<file path="config.mk">
export PLATFORM = sky130hd
export DESIGN_NAME = gnss_acq_scheduler
export DESIGN_NICKNAME = d
export VERILOG_FILES = /design/src/rtl/common_gnss_types_pkg.sv /design/src/rtl/gnss_prio_encoder.sv /design/src/rtl/gnss_acq_scheduler.sv
export SDC_FILE = /design/constraint.sdc
export NUM_CORES = 1
export LEC_CHECK = 0
export CAP_MARGIN = 40
export CORE_ASPECT_RATIO = 2
export CORE_MARGIN = 3
export CORE_UTILIZATION = 34
export CTS_CLUSTER_DIAMETER = 200
export DETAILED_ROUTE_END_ITERATION = 10
export HOLD_SLACK_MARGIN = 0.02
export PLACE_DENSITY = 0.64
export SLEW_MARGIN = 5
export SYNTH_ARGS = -nofsm -noshare
export SYNTH_HDL_FRONTEND = slang
export SYNTH_SLANG_ARGS = --single-unit
</file>
<file path="constraint.sdc">
create_clock -name clk -period 2.6 [get_ports clk]
set_input_delay 0.39 -clock clk [delete_from_list [all_inputs] [get_ports clk]]
set_output_delay 0.39 -clock clk [all_outputs]
set_load 0.005 [all_outputs]
</file>
<file path="src/rtl/common_gnss_types_pkg.sv">
// Shared GNSS baseband types: SV index type, acquisition scheduler states
// and the default search timeout.
package common_gnss_types_pkg;

    localparam int SV_W = 5;
    typedef logic [SV_W-1:0] sv_t;

    localparam int ACQ_TIMEOUT_DEFAULT = 32'd16777216;

    typedef enum logic [2:0] {
        IDLE      = 3'd0,
        PICK_CHAN = 3'd1,
        PICK_SV   = 3'd2,
        START     = 3'd3,
        WAIT_DONE = 3'd4,
        EVAL      = 3'd5
    } acq_sched_state_t;

    // Round-robin successor of an SV index, wrapping at num_sv-1.
    function automatic sv_t sv_next(input sv_t cur, input int num_sv);
        if (cur == sv_t'(num_sv - 1)) begin
            return sv_t'(0);
        end else begin
            return cur + sv_t'(1);
        end
    endfunction

endpackage

</file>
<file path="src/rtl/gnss_prio_encoder.sv">
// Lowest-set-bit finder: idx is the lowest asserted request, valid flags any request.
module gnss_prio_encoder #(
    parameter int WIDTH = 4,
    parameter int IDX_W = 6
) (
    input  logic [WIDTH-1:0] req,
    output logic [IDX_W-1:0] idx,
    output logic             valid
);

    // Scan from the top so the lowest set bit is the last one written.
    always_comb begin
        idx = '0;
        for (int i = WIDTH - 1; i >= 0; i--) begin
            idx = req[i] ? IDX_W'(i) : idx;
        end
        valid = |req;
    end

endmodule

</file>
<file path="src/rtl/gnss_acq_scheduler.sv">
// Acquisition scheduler: walks the SV mask round-robin, drives the shared
// search engine for the lowest free channel and records successful hits.
module gnss_acq_scheduler
    import common_gnss_types_pkg::*;
#(
    parameter int NUM_CHANNELS   = 4,
    parameter int NUM_SV         = 32,
    parameter int SEARCH_TIMEOUT = ACQ_TIMEOUT_DEFAULT
) (
    input  logic                    clk,
    input  logic                    nrst,
    input  logic                    enable,
    input  logic [NUM_SV-1:0]       sv_mask,
    input  logic [31:0]             corr_threshold,
    input  logic [NUM_CHANNELS-1:0] chan_release,
    input  logic                    search_busy,
    input  logic                    search_done,
    input  logic [31:0]             search_corr,
    input  logic [5:0]              search_channel_in,
    output logic                    search_start,
    output sv_t                     search_sv,
    output logic [5:0]              search_channel,
    output logic [NUM_CHANNELS-1:0] chan_alloc,
    output logic [NUM_SV-1:0]       sv_acquired,
    output logic                    acq_valid,
    output sv_t                     acq_sv,
    output logic [5:0]              acq_channel,
    output logic [31:0]             acq_corr,
    output logic                    timeout_err,
    output logic                    sweep_idle,
    output logic                    busy
);

    localparam int CNT_W = $clog2(SEARCH_TIMEOUT + 1);

    acq_sched_state_t state_r, state_s;
    logic [5:0]              target_r;
    sv_t                     sv_ptr_r;
    sv_t                     scan_cnt_r;
    logic [CNT_W-1:0]        tmo_cnt_r;
    logic [31:0]             corr_r;
    sv_t                     chan_sv_r [NUM_CHANNELS];
    logic                    enable_q_r;
    logic [NUM_SV-1:0]       sv_mask_q_r;

    logic [5:0]              free_idx_s;
    logic                    free_valid_s;
    logic                    sv_elig_s, tmo_hit_s, mask_chg_s, acq_hit_s;
    logic                    pick_s, scan_step_s, sv_found_s, sweep_end_s;
    logic                    start_ack_s, timeout_s, done_ok_s, eval_s;
    logic [NUM_CHANNELS-1:0] rel_s, alloc_set_s;
    logic [NUM_SV-1:0]       sv_clr_s, sv_set_s;

    gnss_prio_encoder #(
        .WIDTH (NUM_CHANNELS),
        .IDX_W (6)
    ) u_chan_pick (
        .req   (~chan_alloc),
        .idx   (free_idx_s),
        .valid (free_valid_s)
    );

    assign sv_elig_s  = sv_mask[sv_ptr_r] & ~sv_acquired[sv_ptr_r];
    assign tmo_hit_s  = (tmo_cnt_r >= CNT_W'(SEARCH_TIMEOUT - 1));
    assign mask_chg_s = (sv_mask != sv_mask_q_r);

    // State register.
    always_ff @(posedge clk or negedge nrst) begin
        if (!nrst) begin
            state_r <= IDLE;
        end else begin
            state_r <= state_s;
        end
    end

    // Next-state decode and one-cycle control strobes for the datapath.
    always_comb begin
        state_s     = state_r;
        pick_s      = 1'b0;
        scan_step_s = 1'b0;
        sv_found_s  = 1'b0;
        sweep_end_s = 1'b0;
        start_ack_s = 1'b0;
        timeout_s   = 1'b0;
        done_ok_s   = 1'b0;
        eval_s      = 1'b0;
        case (state_r)
            IDLE: begin
                // After an empty sweep, wait for a mask change or release.
                if (enable && !sweep_idle) state_s = PICK_CHAN;
                else                       state_s = IDLE;
            end
            PICK_CHAN: begin
                if (!enable) begin
                    state_s = IDLE;
                end else if (free_valid_s) begin
                    pick_s  = 1'b1;
                    state_s = PICK_SV;
                end else begin
                    state_s = PICK_CHAN;
                end
            end
            PICK_SV: begin
                if (!enable) begin
                    state_s = IDLE;
                end else if (sv_elig_s) begin
                    sv_found_s = 1'b1;
                    state_s    = START;
                end else if (scan_cnt_r == sv_t'(NUM_SV - 1)) begin
                    sweep_end_s = 1'b1;
                    state_s     = IDLE;
                end else begin
                    scan_step_s = 1'b1;
                    state_s     = PICK_SV;
                end
            end
            START: begin
                if (tmo_hit_s) begin
                    timeout_s = 1'b1;
                    state_s   = PICK_CHAN;
                end else if (search_busy) begin
                    start_ack_s = 1'b1;
                    state_s     = WAIT_DONE;
                end else begin
                    state_s = START;
                end
            end
            WAIT_DONE: begin
                if (search_done && (search_channel_in == search_channel)) begin
                    done_ok_s = 1'b1;
                    state_s   = EVAL;
                end else if (tmo_hit_s) begin
                    timeout_s = 1'b1;
                    state_s   = PICK_CHAN;
                end else begin
                    state_s = WAIT_DONE;
                end
            end
            EVAL: begin
                eval_s  = 1'b1;
                state_s = PICK_CHAN;
            end
            default: begin
                state_s = IDLE;
            end
        endcase
    end

    // Release masks and acquisition set masks; a release and a hit never hit the same channel.
    always_comb begin
        rel_s    = chan_release & chan_alloc;
        sv_clr_s = '0;
        for (int k = 0; k < NUM_CHANNELS; k++) begin
            if (rel_s[k]) sv_clr_s = sv_clr_s | ({{(NUM_SV-1){1'b0}}, 1'b1} << chan_sv_r[k]);
            else          sv_clr_s = sv_clr_s;
        end
        acq_hit_s   = eval_s && (corr_r >= corr_threshold);
        alloc_set_s = acq_hit_s ? ({{(NUM_CHANNELS-1){1'b0}}, 1'b1} << target_r) : '0;
        sv_set_s    = acq_hit_s ? ({{(NUM_SV-1){1'b0}}, 1'b1} << search_sv) : '0;
    end

    // Datapath: pointer, handshake, timeout, allocation tables and reporting.
    always_ff @(posedge clk or negedge nrst) begin
        if (!nrst) begin
            target_r       <= 6'd0;
            sv_ptr_r       <= sv_t'(0);
            scan_cnt_r     <= sv_t'(0);
            tmo_cnt_r      <= '0;
            corr_r         <= 32'd0;
            enable_q_r     <= 1'b0;
            sv_mask_q_r    <= '0;
            search_start   <= 1'b0;
            search_sv      <= sv_t'(0);
            search_channel <= 6'd0;
            chan_alloc     <= '0;
            sv_acquired    <= '0;
            acq_valid      <= 1'b0;
            acq_sv         <= sv_t'(0);
            acq_channel    <= 6'd0;
            acq_corr       <= 32'd0;
            timeout_err    <= 1'b0;
            sweep_idle     <= 1'b0;
            busy           <= 1'b0;
            for (int k = 0; k < NUM_CHANNELS; k++) chan_sv_r[k] <= sv_t'(0);
        end else begin
            enable_q_r  <= enable;
            sv_mask_q_r <= sv_mask;
            busy        <= (state_s != IDLE);
            acq_valid   <= 1'b0;
            chan_alloc  <= (chan_alloc & ~rel_s) | alloc_set_s;
            sv_acquired <= (sv_acquired & ~sv_clr_s) | sv_set_s;

            if (pick_s) begin
                target_r   <= free_idx_s;
                scan_cnt_r <= sv_t'(0);
            end
            if (scan_step_s || sweep_end_s) begin
                sv_ptr_r   <= sv_next(sv_ptr_r, NUM_SV);
                scan_cnt_r <= scan_cnt_r + sv_t'(1);
            end
            if (sv_found_s) begin
                search_sv      <= sv_ptr_r;
                search_channel <= target_r;
                sv_ptr_r       <= sv_next(sv_ptr_r, NUM_SV);
                search_start   <= 1'b1;
                tmo_cnt_r      <= '0;
            end else if ((state_r == START) || (state_r == WAIT_DONE)) begin
                if (tmo_cnt_r != {CNT_W{1'b1}}) tmo_cnt_r <= tmo_cnt_r + CNT_W'(1);
            end
            if (start_ack_s || timeout_s) search_start <= 1'b0;

            if (timeout_s)                   timeout_err <= 1'b1;
            else if (enable_q_r && !enable)  timeout_err <= 1'b0;

            if (mask_chg_s || (|chan_release)) sweep_idle <= 1'b0;
            else if (sweep_end_s)              sweep_idle <= 1'b1;
            else if (sv_found_s)               sweep_idle <= 1'b0;

            if (done_ok_s) corr_r <= search_corr;
            if (acq_hit_s) begin
                acq_valid   <= 1'b1;
                acq_sv      <= search_sv;
                acq_channel <= target_r;
                acq_corr    <= corr_r;
            end
            for (int k = 0; k < NUM_CHANNELS; k++) begin
                if (acq_hit_s && (target_r == 6'(k))) chan_sv_r[k] <= search_sv;
            end
        end
    end

endmodule

</file>
==> results.md, run 1 <==
* H-tree depth at 1
* Slowest CP cell: dfrtp_1
* CP endpoint kind: flop
* Vias at 9,315
* Crit-path cells: ha_4 > a21oi_2 > o21ai_4 > a2111oi_2 > buf_4 > o21ai_2 > a21oi_4 > or2_4 > clkinv_8 > buf_12 > mux2_4
* Routed WL at 37,000 um
* Number of synthesized flops with an enable pin at 0
* Met1 usage at 0.207
* Final setup TNS at -0.181 ns
* Worst path required time at 3.00 ns
* Async set or reset register ratio after synthesis at 1.00
* # nets final at 1,471
* Synth unique cells at 78
* Non-Filler Instances at 1,765
* First-pass GRT wire length at 56,700 um
* Dpl cells at 1,714
* Routed length per instance at 21.0 um
* Startpoint type of the worst setup path: flop
* Status: finished with violations
* Initial drt markers at 549
* CP max stage delay at 0.41 ns
* Top-count cell post-synth: dfrtp_1
* FP Rows at 93
* Layout cells sized above 1 at 0.222
* Worst ir drop on vdd at 0.528 mV
* Vias in the first global route at 9,893
* Worst-case clock buffer depth at 3
* P_leak at 6.58 nW
* Fin. max-slew vios at 0
* CP arrival at 3.03 ns
* Die Ht at 262 um
* Synth warn at 0
* Most frequently used flop master after synthesis: dfrtp_1
* Hold violation count in the final report at 0
* Die W at 134 um
* Slew margin rel. at 0.531
* Crit path depth at 11
* Final Skew at 0.0236 ns
* Register area share after synthesis at 0.476
* Syn Inst Count at 1,057
* Remaining Overflow, GRT at 0
* Residual DRC count at 0
* Fmax at 0.380 GHz
* IO Pins at 206
* Worst Reg-to-Reg Cells at 11
* R2R Path End: acq_corr[6]$_DFFE_PN0P_
* Critical path class: flop to flop
* Clock sink count at 212
* Syn Area/Cell at 10.5 sq um
* Initial antenna violation count at 2
* Gp weighted congestion at 0.932
* Setup ws final at -0.0324 ns
* Area Overhead vs Synth at 36.3%
* Max-Cap Viols at 0
* Pre-CTS WS at -0.754 ns
* Synthesized flop and latch total at 212
* Final HPWL DP at 28,800 um
* Met2 Use GR at 0.402
* Met3 usage at 0.0356
* Largest net degree at the start of global routing at 77
* GRT Max-Usage Layer: met2
* Mapped Area at 0.0111 sq mm
* Core Area at 0.0322 sq mm
* Tot GR Track Use at 0.208
* Antenna-violating nets left at 0
* IO buf count at 197
* RR Startpoint: corr_r[19]$_DFFE_PN0P_
* Hold_ws at 0.396 ns
* Worst Hold Class: input pin to flop
* Root Driver: clkbuf_16
* RSZ-0062 raised after global routing: yes
* CTS tree: yes
* CP delay by family, top: compound AO/OA/AOI/OAI gates
* Area share of the largest cell type after synthesis at 0.476
* Later-pin clock latency in the skew report at 0.53 ns
* Post-synth top cells: dfrtp_1 (212), mux2_2 (94), nor2_1 (87), nand2_1 (68), inv_1 (57)
* Area leader, netlist: dfrtp_1
* Area contributors post-synth: dfrtp_1 (48%), mux2_2 (9.5%), ha_1 (4.2%)
* Initial Utilization at 0.346
* Register clock-pin slew on the reported worst setup and hold paths at 0.07 ns
* TritonCTS buffer count at 20
* Worst Max-Slew Pin Slew at 0.700 ns
* Buf/Inv on CP at 3
* Failing checks: setup timing
* R2R setup slack at -0.03 ns
* Crit-path max FO at 6
* Overall Power at 9.56 mW
* PD cells at 629 mW/mm^2
* Fin crit period at 2.63 ns
* Fin crit share at 1.01
* CP startpoint: corr_r[19]$_DFFE_PN0P_
* Final setup vio count at 17
* Worst setup path endpoint: acq_corr[6]$_DFFE_PN0P_
* Drt first pass iters at 5
* Routed vias/inst at 5.28
* Die area at 0.0351 sq mm
## sequential cells by signal, indices dropped and copies added (netlist names), 4 cells and up
register and flops:
acq_corr 32, corr_r 32, sv_acquired 32, sv_mask_q_r 32, tmo_cnt_r 25, chan_sv_r 20, acq_sv 5, scan_cnt_r 5
search_sv 5, sv_ptr_r 5, chan_alloc 4
## how the worst min path moves through the flow
| stage | endpoint | cells past startpoint | slack (ns) | from |
|---|---|---|---|---|
| 6_report | sv_mask_q_r[5]$_DFF_PN0_ | 1 | 0.40 | sv_mask[5] |
| 5_1_grt | sv_mask_q_r[5]$_DFF_PN0_ | 1 | 0.40 | sv_mask[5] |
| 4_1_cts | sv_mask_q_r[5]$_DFF_PN0_ | 1 | 0.38 | sv_mask[5] |
| 3_5_place_dp | tmo_cnt_r[7]$_DFFE_PN0P_ | 1 | 0.39 | nrst |
| 3_3_place_gp | tmo_cnt_r[7]$_DFFE_PN0P_ | 1 | 0.39 | nrst |
| 2_1_floorplan | acq_channel[0]$_DFFE_PN0P_ | 0 | 0.09 | nrst |
## cell type report
| cell class | instances | area, sq um |
|---|---|---|
| antenna | 2 | 5.00 |
| multi-input combinational | 738 | 5580 |
| fill | 3011 | 17000 |
| inverter | 58 | 230 |
| clock inverter | 11 | 165 |
| tap | 427 | 534 |
| sequential | 212 | 5310 |
| timing repair buffer | 293 | 2830 |
| clock buffer | 24 | 536 |
## through the flow
| stage | cell area [sq um] | util |
|---|---|---|
| 3_5_place_dp | 14000 | 0.435 |
| 6_report | 15200 | 0.471 |
| 2_1_floorplan | 11200 | - |
| 4_1_cts | 14900 | 0.462 |
| 3_3_place_gp | 14000 | 0.435 |
| 5_1_grt | 15200 | 0.471 |
## cell usage in the layout, fill, tap and decap left out, types with 6 or more instances in the layout
master	synthesis	layout
nor4_1	9	8
nor2_1	87	83
clkdlybuf4s50_1	0	196
buf_12	1	6
and3_1	7	7
xnor2_1	42	42
conb_1	1	8
inv_1	57	56
nor3b_1	9	9
or2_2	7	7
mux2_2	94	88
or3_1	8	8
mux2_4	0	6
o311ai_0	6	6
xor2_1	15	15
clkbuf_16	0	22
dfrtp_1	212	210
a31o_2	10	10
ha_4	0	8
nand4_1	20	20
o32ai_1	8	8
ha_1	37	29
a32o_1	13	13
nor3_1	30	29
nand3b_1	11	11
nand2b_1	28	27
nand3_1	28	28
or3b_2	6	6
o21ai_0	39	35
o22ai_1	45	45
a21oi_1	19	15
buf_4	9	82
nand2_1	68	65
nor2b_1	7	7
## where the power goes
group,total [mW],internal [mW],switching [mW]
Combinational,2.35,1.14,1.20
Clock,3.14,1.80,1.35
Sequential,4.07,3.62,0.446
## kinds of logic after synthesis
group	after synthesis	share of synthesized area
simple gates	349	0.166
mux	99	0.101
xor+xnor	57	0.0448
buf+inv	115	0.0510
fa+ha+maj	37	0.0415
other cells	1	0.000337
compound gates	187	0.119
flops	212	0.476
## worst register-to-register path, delay by kind of cell (launching register included)
kind                       cells  cell delay [ns]
and+or+nand+nor                1             0.21
muxes                          1             0.30
adders and majority gates      1             0.25
DFF                            1             0.41
buffers and inverters          3             0.42
AOI/OAI and AO/OA              5             0.92
## timing repair
action,in CTS,in global routing
pin swaps,15,18
buffers inserted,4,6
setup endpoints to repair,117,132
cloned,0,3
hold buffers,1,0
hold endpoints to repair,70,0
resized for setup,25,40
## metal layers
layer	up-vias	part of all wire
met1	4571	0.33
met4	0	0.054
met2	317	0.56
li1	4333	-
met5	-	0
met3	94	0.052
No activity file was read; power rests on OpenSTA's default activity.
==> run 2, diff against run 1 <==
CORE_UTILIZATION = 28   (was 34)
PLACE_DENSITY = 0.56   (was 0.64)
==> results.md, run 2 (synthesized netlist as in run 1, its figures left out) <==
* Status: finished with violations
* Failing checks: setup timing
* First-pass GRT wire length at 60,900 um (+7.4%)
* Worst Hold Class: input pin to asynchronous set/reset pin
* Die W at 147 um (+9.7%)
* Vias at 9,467 (+1.6%)
* Later-pin clock latency in the skew report at 0.53 ns (about the same)
* Clock sink count at 212 (unchanged)
* Area Overhead vs Synth at 41.2%
* Comb pwr share at 0.242 (-0.003)
* TritonCTS buffer count at 22 (+10%)
* Commonest non-fill, non-tap cell in the layout: dfrtp_1
* Hold violation count in the final report at 0 (unchanged)
* Most numerous cell on the critical path: buf_12
* Critical path class: flop to flop
* Die Ht at 288 um (+10%)
* Most frequent cells in the layout: dfrtp_1 (210), clkdlybuf4s50_1 (196), buf_4 (98)
* R2R Path End: acq_corr[5]$_DFFE_PN0P_
* FP Rows at 102 (+9.7%)
* Slowest CP cell: a2111oi_4
* P_leak at 6.78 nW (+3.0%)
* Initial drt markers at 460 (-16%)
* CP arrival at 3.10 ns (+0.07 ns)
* IO buf count at 197 (unchanged)
* Buf/Inv on CP at 4 (+1)
* CP max stage delay at 0.46 ns (+0.05 ns)
* H-tree depth at 1 (unchanged)
* Fillers at 3,837 (+27%)
* NetSw at 3.10 mW (+3.4%)
* Overall Power at 9.68 mW (+1.3%)
* Initial Utilization at 0.285 (-0.0604)
* Crit-path max FO at 6 (unchanged)
* RR Startpoint: corr_r[17]$_DFFE_PN0P_
* # nets final at 1,501 (+2.0%)
* Layout Utilization at 0.403 (-0.0682)
* CTS tree: yes
* Register clock-pin slew on the reported worst setup and hold paths at 0.06 ns (about the same)
* IO Pins at 206 (unchanged)
* RSZ-0062 raised after global routing: yes
* PD cells at 615 mW/mm^2 (-2.2%)
* Core Area at 0.0391 sq mm (+21%)
* Worst ir drop on vdd at 0.505 mV (-4.3%)
* Final Skew at 0.0113 ns (-0.0123 ns)
* Drt first pass iters at 5 (unchanged)
* Largest net degree at the start of global routing at 62 (-19%)
* Final HPWL DP at 31,600 um (+9.4%)
* Worst-case clock buffer depth at 3 (unchanged)
* Routed vias/inst at 5.01 (-5.1%)
* Worst Reg-to-Reg Cells at 12 (+1)
* Sequential group share of total power at 0.422 (-0.004)
* Remaining Overflow, GRT at 0 (unchanged)
* Setup ws final at -0.0860 ns (-0.0536 ns)
* CP delay by family, top: compound AO/OA/AOI/OAI gates
* Initial antenna violation count at 2 (unchanged)
* Die area at 0.0424 sq mm (+21%)
* Residual DRC count at 0 (unchanged)
* Layout cells sized above 1 at 0.239 (+0.0173)
* Crit-path cells: ha_4 > buf_6 > nand2_2 > nor2_2 > o211ai_1 > a2111oi_4 > a21oi_4 > or2_4 > inv_6 > buf_12 > buf_12 > mux2_4
* Gp weighted congestion at 0.923 (-0.95%)
* Final setup vio count at 59 (+42)
* Power share of the clock group at 0.336 (+0.007)
* Antenna-violating nets left at 0 (unchanged)
* Tot GR Track Use at 0.186 (-0.0214)
* CP endpoint kind: flop
* Vias in the first global route at 10,336 (+4.5%)
* Routed WL at 40,700 um (+10%)
* Fmax at 0.372 GHz (-2.0%)
* R2R setup slack at -0.09 ns (-0.05 ns)
* Fin. max-slew vios at 0 (unchanged)
* Switching part of the total power at 0.320 (+0.00657)
* Root Driver: clkbuf_16
* Routed length per instance at 21.5 um (+2.8%)
* Max-Cap Viols at 0 (unchanged)
* Fin crit share at 1.03 (+0.0206)
* Slew margin rel. at 0.519 (-0.0126)
* Fin crit period at 2.69 ns (+0.0536 ns)
* Worst path required time at 3.01 ns (about the same)
* P_int at 6.58 mW (+0.35%)
* Startpoint type of the worst setup path: flop
* CP startpoint: corr_r[17]$_DFFE_PN0P_
* Worst Max-Slew Pin Slew at 0.719 ns (+0.0189 ns)
-- run 2: final cells by class --
type,count,area [sq um],share of cell area
inverters,58,223,0.0142
clock inverters,16,171,0.0109
clock buffers,24,568,0.0361
flip-flops and latches,212,5310,0.337
diodes,2,5.00,0.000318
multi-input cells,738,5670,0.360
repair buffers,321,3140,0.200
well taps,520,651,0.0414
-- run 2: metal layers --
| layer | vias to the layer above | global-route usage | part of all wire |
|---|---|---|---|
| met4 | 0 | 0.105 | 0.060 |
| met3 | 104 | 0.0298 | 0.045 |
| met1 | 4666 | 0.177 | 0.33 |
| li1 | 4390 | - | - |
| met5 | - | 0 | 0 |
| met2 | 307 | 0.370 | 0.57 |
-- run 2: stage by stage --
step	TNS, ns	std cells	hold slack [ns]	setup WS [ns]	cell area (sq um)
floorplan	0	1064	0.0944	0.0210	11200
global placement	-80.20	1827	0.362	-0.760	14300
detailed placement	-83.48	1827	0.369	-0.805	14300
CTS	-1.42	1878	0.371	-0.0630	15400
global route	-9.25	1891	0.382	-0.183	15700
finish	-2.50	1891	0.388	-0.0860	15700
-- run 2: timing repair --
action | CTS | global route
setup endpoints to repair | 118 | 116
buffers inserted | 9 | 8
resized for setup | 71 | 39
endpoints found under the hold margin | 56 | 0
hold buffers | 1 | 0
gates cloned | 3 | 4
pin swaps | 15 | 16
-- run 2: power groups by stage --
stage / clock network (mW) / logic, mW / registers (mW)
final: 3.25 / 2.34 / 4.09
after global routing: 3.47 / 2.57 / 4.15
after CTS: 3.35 / 2.29 / 4.10
after detailed placement: 0 / 2.25 / 4.15
after global placement: 0 / 2.22 / 4.14
after floorplan: 0 / 1.36 / 3.92
-- run 2: worst max path at each step --
stage	endpoint	slack (ns)	cells after the start
floorplan	acq_corr[10]$_DFFE_PN0P_	0.02	11
global placement	sv_acquired[20]$_DFF_PN0_	-0.76	13
detailed placement	sv_acquired[21]$_DFF_PN0_	-0.81	13
CTS	acq_corr[13]$_DFFE_PN0P_	-0.06	11
global route	acq_corr[4]$_DFFE_PN0P_	-0.18	12
finish	acq_corr[5]$_DFFE_PN0P_	-0.09	12
-- run 2: worst register-to-register path, delay by kind of cell (launching register included) --
kind                     cells  cell delay (ns)
AO/OA/AOI/OAI                3             0.71
flip-flops                   1             0.42
AND/OR/NAND/NOR              3             0.41
buffers and inverters        4             0.41
adder cells (fa/ha/maj)      1             0.30
multiplexers                 1             0.30
==> run 3, diff against run 2 <==
CTS_CLUSTER_SIZE = 25   (was unset)
==> results.md, run 3 (synthesized netlist as in run 1, its figures left out) <==
* Max-Cap Viols at 0 (unchanged)
* RSZ-0062 raised after global routing: yes
* CP endpoint kind: flop
* Worst path required time at 2.99 ns (-0.02 ns)
* Most numerous cell on the critical path: buf_8
* FP Rows at 102 (unchanged)
* Tot GR Track Use at 0.186 (about the same)
* Startpoint type of the worst setup path: input pin
* Critical path class: input pin to flop
* Register clock-pin slew on the reported worst setup and hold paths at 0.10 ns (+0.04 ns)
* Worst Hold Class: input pin to flop
* Vias in the first global route at 10,274 (-0.60%)
* Worst-case clock buffer depth at 3 (unchanged)
* Commonest non-fill, non-tap cell in the layout: dfrtp_1
* IO Pins at 206 (unchanged)
* Most frequent cells in the layout: dfrtp_1 (210), clkdlybuf4s50_1 (196), buf_4 (98)
* Largest net degree at the start of global routing at 62 (unchanged)
* Die Ht at 288 um (unchanged)
* Slowest CP cell: clkdlybuf4s50_1
* Final setup vio count at 61 (+3.4%)
* Pre-CTS WS at -0.805 ns (unchanged)
* TritonCTS buffer count at 12 (-45%)
* Crit-path cells: clkdlybuf4s50_1 > inv_1 > ha_4 > buf_6 > nand2_2 > nor2_2 > o211ai_1 > a2111oi_4 > a21oi_4 > or2_4 > inv_6 > buf_8 > buf_8 > mux2_4
* Final setup TNS at -3.14 ns (-0.637 ns)
* Hold violation count in the final report at 0 (unchanged)
* Worst Max-Slew Pin Slew at 0.703 ns (-0.0164 ns)
* CP arrival at 3.09 ns (about the same)
* Initial antenna violation count at 3 (+1)
* Initial Utilization at 0.285 (unchanged)
* Fin crit share at 1.04 (+0.00749)
* Antenna-violating nets left at 0 (unchanged)
* H-tree depth at 1 (unchanged)
* Slew margin rel. at 0.525 (+0.00673)
* Overall Power at 8.47 mW (-12%)
* Fin. max-slew vios at 0 (unchanged)
* P_leak at 6.59 nW (-2.8%)
* Vias at 9,466 (-0.011%)
* Core Area at 0.0391 sq mm (unchanged)
* Final HPWL DP at 31,600 um (unchanged)
* Setup ws final at -0.105 ns (-0.0195 ns)
* Worst ir drop on vdd at 0.452 mV (-11%)
* Root Driver: clkbuf_16
* Drt first pass iters at 7 (+2)
* Fin crit period at 2.71 ns (+0.0195 ns)
* Status: finished with violations
* Initial drt markers at 478 (+3.9%)
* Die W at 147 um (unchanged)
* Layout cells sized above 1 at 0.228 (-0.0105)
* Gp weighted congestion at 0.923 (unchanged)
* Routed length per instance at 21.7 um (+0.84%)
* CTS tree: yes
* Failing checks: setup timing
* Post-place instance area at 0.0143 sq mm (unchanged)
* IO buf count at 197 (unchanged)
* Fmax at 0.370 GHz (-0.72%)
* Routed WL at 40,500 um (-0.65%)
* Clock sink count at 212 (unchanged)
* Later-pin clock latency in the skew report at 0.50 ns (-0.03 ns)
* Final Skew at 0.0316 ns (+0.0203 ns)
* Area Overhead vs Synth at 37.8%
* # nets final at 1,488 (-0.87%)
* PD cells at 552 mW/mm^2 (-10%)
* Crit-path max FO at 5 (-1)
* Layout Utilization at 0.393 (-0.00964)
* CP max stage delay at 0.48 ns (+0.02 ns)
* Remaining Overflow, GRT at 0 (unchanged)
* Residual DRC count at 0 (unchanged)
* Routed vias/inst at 5.08 (+1.5%)
* First-pass GRT wire length at 60,900 um (about the same)
* Die area at 0.0424 sq mm (unchanged)
* Final instance area at 0.0154 sq mm (-2.4%)
## run 3: changes by cell type in the layout (fill, tap and decap cells not counted), moves of 4 or more
| cell | before | now |
|---|---|---|
| clkbuf_16 | 24 | 14 |
| clkinv_2 | 6 | 0 |
| o21ai_2 | 1 | 7 |
| buf_6 | 9 | 4 |
| o21ai_0 | 31 | 27 |
## run 3: through the flow
step	std cells	hold WS [ns]
final	1863	0.411
after global routing	1863	0.405
after CTS	1853	0.404
after detailed placement	1827	0.369
after global placement	1827	0.362
after floorplan	1064	0.0944
## run 3: final timing paths
check                      cells after the start  slack, ns                        end                       from
max                                           14      -0.11   acq_corr[29]$_DFFE_PN0P_         corr_threshold[17]
min                                            1       0.41  sv_mask_q_r[11]$_DFF_PN0_                sv_mask[11]
max in group asynchronous                      3       1.44   chan_sv_r[5]$_DFFE_PN0P_                       nrst
min reg2reg                                    1       0.50  scan_cnt_r[2]$_DFFE_PN0P_  scan_cnt_r[2]$_DFFE_PN0P_
min in group asynchronous                      2       0.42   acq_corr[19]$_DFFE_PN0P_                       nrst
max reg2reg                                   12      -0.10   acq_corr[29]$_DFFE_PN0P_     corr_r[17]$_DFFE_PN0P_
## run 3: where the power goes
part	internal [mW]	switching, mW
clock	0.912	1.14
combinational	1.14	1.20
sequential	3.62	0.467
total	5.67	2.81
## run 3: cell type report
cell class / instances / area [sq um]
well taps: 520 / 651
flip-flops and latches: 212 / 5310
inverters: 58 / 223
multi-input cells: 738 / 5700
repair buffers: 318 / 3130
diodes: 3 / 7.51
clock inverters: 1 / 16.3
clock buffers: 13 / 325
fillers: 3867 / 23700
## run 3: worst max-delay path: cells and delay by family
kind	cells	cell delay, ns
buffers and inverters	6	0.99
AO/OA/AOI/OAI	3	0.71
AND/OR/NAND/NOR	3	0.43
multiplexers	1	0.30
adder cells (fa/ha/maj)	1	0.28
## run 3: layer usage
| layer | up-vias | wire length (um) | GRT usage |
|---|---|---|---|
| met5 | - | 0 | 0 |
| met3 | 110 | 1790 | 0.0274 |
| li1 | 4360 | - | - |
| met1 | 4686 | 13300 | 0.179 |
| met2 | 310 | 22700 | 0.367 |
| met4 | 0 | 2660 | 0.112 |
## run 3: timing repair
item | in CTS | in global routing
resized for setup | 72 | 47
hold buffers | 1 | 0
pin swaps | 14 | 13
cloned | 4 | 2
endpoints found under the hold margin | 56 | 0
endpoints found under the setup margin | 121 | 119
setup buffers | 8 | 5
